--- src/rtl/cp_drv.sv ---
// -----------------------------------------------------------------------------
// cp_drv : clocked charge-pump driver for the CDR loop filter.
//
// Turns the bang-bang phase detector's sampled up/dn decisions into a current
// injected on the loop-filter node. It enforces a dead time after every pump
// burst, limits the burst length, and clamps the current when the node voltage
// is outside the pump's compliance range. A saturating net-charge counter is
// kept for loop monitoring.
//
// Loop-filter node (EEnet {V, I, R}) in fixed point:
//   out_v   in   node voltage in mV (unsigned), observed from the filter model
//   out_i   out  injected current in nA (signed, positive charges the node)
//   out_r   out  output resistance in ohms, constant RO
//   out_vz  out  always 1: the pump never drives the node voltage
//               (the V field is wrealZState)
//
// Ports:
//   clk     in   sampling clock, rising edge active
//   rst_n   in   asynchronous active-low reset
//   up      in   phase detector "late" decision
//   dn      in   phase detector "early" decision
//   state   out  0=IDLE 1=SRC 2=SNK 3=DEAD
//   net_q   out  signed net delivered pump cycles, saturating at 16 bits
//   sat     out  current state is clamped by compliance
//   pw      out  cycles spent in the current SRC/SNK burst (0 otherwise)
//
// Handshake: none. up/dn are plain level inputs sampled at every rising edge.
// The new state and current take effect right after that edge.
// -----------------------------------------------------------------------------
module cp_drv #(
  parameter int IUP_NA      = 100000,   // source current, nA
  parameter int IDN_NA      = 100000,   // sink current, nA
  parameter int RO_OHM      = 1000000,  // output resistance, ohms
  parameter int VCOMP_HI_MV = 1100,     // no sourcing at or above this, mV
  parameter int VCOMP_LO_MV = 100,      // no sinking at or below this, mV
  parameter int MAXPW       = 8,        // 1..255
  parameter int DEADT       = 1         // 1..15
) (
  input  logic               clk,
  input  logic               rst_n,
  input  logic               up,
  input  logic               dn,
  input  logic [15:0]        out_v,
  output logic signed [31:0] out_i,
  output logic [31:0]        out_r,
  output logic               out_vz,
  output logic [1:0]         state,
  output logic signed [15:0] net_q,
  output logic               sat,
  output logic [7:0]         pw
);

  localparam logic [1:0] ST_IDLE = 2'd0;
  localparam logic [1:0] ST_SRC  = 2'd1;
  localparam logic [1:0] ST_SNK  = 2'd2;
  localparam logic [1:0] ST_DEAD = 2'd3;

  localparam logic [7:0]         MAXPW_L = 8'(MAXPW);
  localparam logic [3:0]         DEADT_L = 4'(DEADT);
  localparam logic [15:0]        V_HI    = 16'(VCOMP_HI_MV);
  localparam logic [15:0]        V_LO    = 16'(VCOMP_LO_MV);
  localparam logic signed [31:0] I_SRC   = 32'(IUP_NA);
  localparam logic signed [31:0] I_SNK   = -(32'(IDN_NA));
  localparam logic signed [15:0] NET_MAX = 16'sh7FFF;
  localparam logic signed [15:0] NET_MIN = 16'sh8000;

  logic [1:0] state_q, state_d;
  logic [7:0] pw_q, pw_d;
  logic [3:0] dcnt_q, dcnt_d;
  logic       sat_start_q;   // clamp status at the start of the current cycle
  logic       up_s, dn_s;
  logic [1:0] idle_state;
  logic [7:0] idle_pw;
  logic       deliver;

  // Only a clean 1 counts as a decision. X or Z from the detector reads as 0.
  assign up_s = (up === 1'b1);
  assign dn_s = (dn === 1'b1);

  // Compliance clamp for a given state and node voltage.
  function automatic logic clamp_of(input logic [1:0] s, input logic [15:0] v);
    logic c;
    c = 1'b0;
    if (s == ST_SRC && v >= V_HI) c = 1'b1;
    if (s == ST_SNK && v <= V_LO) c = 1'b1;
    return c;
  endfunction

  // Decision rules used from IDLE and from the last DEAD cycle. If up and dn
  // are both high, the decision is cancelled.
  always_comb begin
    idle_state = ST_IDLE;
    idle_pw    = 8'd0;
    if (up_s && !dn_s) begin
      idle_state = ST_SRC;
      idle_pw    = 8'd1;
    end else if (dn_s && !up_s) begin
      idle_state = ST_SNK;
      idle_pw    = 8'd1;
    end
  end

  always_comb begin
    state_d = state_q;
    pw_d    = pw_q;
    dcnt_d  = dcnt_q;
    case (state_q)
      ST_IDLE: begin
        state_d = idle_state;
        pw_d    = idle_pw;
      end
      ST_SRC: begin
        if (up_s && !dn_s && pw_q < MAXPW_L) begin
          pw_d = pw_q + 8'd1;
        end else begin
          state_d = ST_DEAD;
          dcnt_d  = DEADT_L;
          pw_d    = 8'd0;
        end
      end
      ST_SNK: begin
        if (dn_s && !up_s && pw_q < MAXPW_L) begin
          pw_d = pw_q + 8'd1;
        end else begin
          state_d = ST_DEAD;
          dcnt_d  = DEADT_L;
          pw_d    = 8'd0;
        end
      end
      default: begin
        // DEAD. On the edge where the counter expires, the IDLE rules apply
        // directly, so a new burst starts without an extra idle cycle.
        if (dcnt_q <= 4'd1) begin
          dcnt_d  = 4'd0;
          state_d = idle_state;
          pw_d    = idle_pw;
        end else begin
          dcnt_d = dcnt_q - 4'd1;
        end
      end
    endcase
  end

  // Clamp is combinational on the node voltage, so it reacts mid-cycle.
  assign sat = clamp_of(state_q, out_v);

  // A cycle delivers charge only if it was unclamped at both its start and its
  // end. A clamp that appears and clears entirely inside one cycle is not seen.
  assign deliver = !sat && !sat_start_q;

  always_ff @(posedge clk or negedge rst_n) begin
    if (!rst_n) begin
      state_q     <= ST_IDLE;
      pw_q        <= 8'd0;
      dcnt_q      <= 4'd0;
      sat_start_q <= 1'b0;
      net_q       <= 16'sd0;
    end else begin
      state_q     <= state_d;
      pw_q        <= pw_d;
      dcnt_q      <= dcnt_d;
      sat_start_q <= clamp_of(state_d, out_v);
      if (state_q == ST_SRC && deliver && net_q != NET_MAX)
        net_q <= net_q + 16'sd1;
      else if (state_q == ST_SNK && deliver && net_q != NET_MIN)
        net_q <= net_q - 16'sd1;
    end
  end

  // The current follows the registered state, so reset zeroes it at once.
  always_comb begin
    out_i = 32'sd0;
    if (state_q == ST_SRC && !sat) out_i = I_SRC;
    if (state_q == ST_SNK && !sat) out_i = I_SNK;
  end

  assign out_r  = 32'(RO_OHM);
  assign out_vz = 1'b1;
  assign state  = state_q;
  assign pw     = pw_q;

endmodule

--- config.mk ---
export PLATFORM = sky130hd
export DESIGN_NAME = cp_drv
export DESIGN_NICKNAME = d
export VERILOG_FILES = /design/src/rtl/cp_drv.sv
export SDC_FILE = /design/constraint.sdc
export NUM_CORES = 1
export LEC_CHECK = 0
export BUFFER_PORTS_ARGS = -buffer_cell sky130_fd_sc_hd__clkbuf_2
export CAP_MARGIN = 20
export CORE_UTILIZATION = 30
export CTS_CLUSTER_SIZE = 16
export DETAILED_ROUTE_END_ITERATION = 6
export PLACE_DENSITY = 0.53
export SLEW_MARGIN = 0
export SYNTH_ARGS = -nofsm -noshare
export SYNTH_HDL_FRONTEND = slang
export SYNTH_SLANG_ARGS = --single-unit
--- constraint.sdc ---
create_clock -name clk -period 5.55 [get_ports clk]
set_clock_uncertainty 0.1 [all_clocks]
set_input_delay 0.8325 -clock clk [delete_from_list [all_inputs] [get_ports clk]]
set_output_delay 0.8325 -clock clk [all_outputs]
set_load 0.05 [all_outputs]
==> flow_metrics.tcl <==
set metrics [dict create \
    status "finished with violations" \
    violations "DRC" \
    synth-xor-area-share_pct 4.37 \
    synthFlopType "dfrtp_1" \
    wl_um 5920 \
    finish.utilization_pct 34.0 \
    cts_tree "done" \
    top_level_ports 112 \
    clk_pin_slew_ns 0.08 \
    r2r_end "net_q[15]$_DFFE_PN0P_" \
    clkSinkCount 31 \
    r2r_setup_slack_ns 1.40 \
    max_clock_freq_mhz 241 \
    max-slew-margin-rel_pct 44.1 \
    fillCellCount 925 \
    holdCritStartpoint "dcnt_q[1]$_DFFE_PN0P_" \
    clock_latency_ns 0.29 \
    grt_first_pass_wirelength_um 9930 \
    startpoint "state[1]$_DFF_PN0_" \
    period_needed_ns 4.15 \
    cts_max_path_buffers 2 \
    final_cells 476 \
    cts_hold_buffers 0 \
    io_buffers 73 \
    wl_per_cell_um 12.4 \
    dp_hpwl_um 4580 \
    finalCritPeriodShare_pct 74.7 \
    antenna_found_initial 0 \
    grtUsageTotal_pct 12.8 \
    synthArstFlopShare_pct 100 \
    holdCritPathClass "reg -> reg" \
    drc_errors 19 \
    mostFrequentLayoutCell "clkbuf_2" \
    whs_endpoint "dcnt_q[1]$_DFFE_PN0P_" \
    cts-root-buf "clkbuf_8" \
    initial_utilization_pct 31.4 \
    gp_congestion 0.799 \
    drt_iter0_drc 93 \
    synth_cell_types 57 \
    finalNetCount 413 \
    drive_above_1_share_pct 26.1 \
    synthMuxAreaShare_pct 1.67 \
    grt_pass1_vias 2093 \
    synth_edf_count 0 \
    syn_to_final_growth_pct 8.37 \
    die_h_um 98.3 \
    tightest_slew_ns 0.838 \
    htreeDepth 2 \
    first_pass_iters 7 \
    synth-compound-area-share_pct 18.6 \
    gr-total-overflow 0 \
    ys_seq_area_share_pct 27.9 \
    critPathLaunchType "register" \
    rr_startpoint "state[1]$_DFF_PN0_" \
    setup_tns_ns 0 \
    synth_seq_cells 31 \
    crit_type "reg -> reg" \
    placed_cells 468 \
    num_rows 34 \
    synth_fa_ha_area_share_pct 12.0 \
    cts_resized 0 \
    endpoint_kind "register" \
    synth_top_family_by_area "buffers and inverters" \
    core_area_um2 8850 \
    cp_data_arrival_time_ns 4.26 \
    setup_violations 0 \
    cts_buffers 5 \
    dieArea_um2 9660 \
    grt_max_degree 32 \
    r2r_cells 13 \
    diodes 0 \
    required_ns 5.66 \
    num_vias 2264 \
    viasPerCell 4.76 \
    syn_inst 316 \
    synth_area_um2 2780 \
    path_max_fanout 18 \
    drv_cap 0 \
    synthSimpleGateAreaFrac_pct 15.5 \
    die_w_um 98.3 \
    post-cts-setup-buffers 0 \
    layout_common_cells "73 x clkbuf_2, 38 x conb_1, 31 x dfrtp_1" \
    grt_setup_unrepaired "no" \
    hold_slack_ns 0.411 \
    drv_slew 0 \
    timing.final.hold_violations 0 \
    ys_warn_count 0 \
    ant_nets 0 \
    avgSynthCellArea_um2 8.80 \
    hold_depth 2 \
]
-- worst max-delay path, cell delays in order (launching register included) --
cell      delay (ns)
dfrtp_1         0.45
inv_1           0.14
ha_1            0.29
inv_1           0.14
or3_1           0.38
a211o_1         0.51
ha_1            0.50
nand3_1         0.09
o211ai_1        0.29
nor3b_1         0.30
o21ai_0         0.18
o21ai_0         0.28
mux2i_1         0.25
xor2_1          0.16
-- registers in the layout (all words and copies together), names as in the netlist --
name,count
sat_start_q,1
dcnt_q,4
net_q,16
state,2
pw,8
-- cells by family after synthesis --
kind of cell,after synthesis
compound gates,75
xor+xnor,13
fa+ha+maj,26
buf+inv,80
flops,31
mux,4
other cells,2
simple gates,85
-- area by class of cell --
class | count | area [µm²] | share of cell area [%]
well taps | 108 | 135 | 4.49
clock inverters | 3 | 20.0 | 0.664
multi-input cells | 241 | 1590 | 52.8
inverters | 15 | 56.3 | 1.87
flip-flops and latches | 31 | 776 | 25.7
repair buffers | 73 | 365 | 12.1
clock buffers | 5 | 68.8 | 2.28
-- cells in the mapped netlist (all sizes together), types with 3 or more instances --
cell	n	area [µm²]
a21o	4	30.0
a21oi	14	70.1
a22o	3	26.3
and2	5	31.3
buf	64	488
dfrtp	31	776
ha	25	313
inv	15	56.3
nand2	27	101
nand2b	3	18.8
nand3	6	30.0
nand4	4	25.0
nor2	14	52.6
nor3	9	45.0
nor4	5	37.5
o21ai	26	153
or3	3	23.8
xnor2	7	68.8
xor2	6	52.6
-- worst max path at each step --
stage / cells past startpoint / slack [ns] / endpoint
4_1_cts: 12 / 1.41 / net_q[15]$_DFFE_PN0P_
3_3_place_gp: 12 / 1.26 / net_q[15]$_DFFE_PN0P_
5_1_grt: 13 / 1.05 / net_q[15]$_DFFE_PN0P_
2_1_floorplan: 4 / 1.42 / out_i[10]
6_report: 13 / 1.40 / net_q[15]$_DFFE_PN0P_
3_5_place_dp: 12 / 1.13 / net_q[15]$_DFFE_PN0P_
-- metrics by stage --
stage                     cell area (µm²)  setup WS [ns]
after floorplan                      2920           1.42
after global placement               2920           1.26
after detailed placement             2920           1.13
after CTS                            3010           1.41
after global routing                 3010           1.05
final                                3010           1.40
-- layer usage --
layer	routed length, µm	global-route usage, %	up-vias
li1	-	-	1129
met1	2880	17.2	1024
met2	2580	20.3	105
met3	392	3.29	6
met4	73	3.44	0
met5	0	0	-
Power is left out: the tool's default activity adds up to more than one toggle a clock period on the data nets, which glitch-free logic cannot reach.
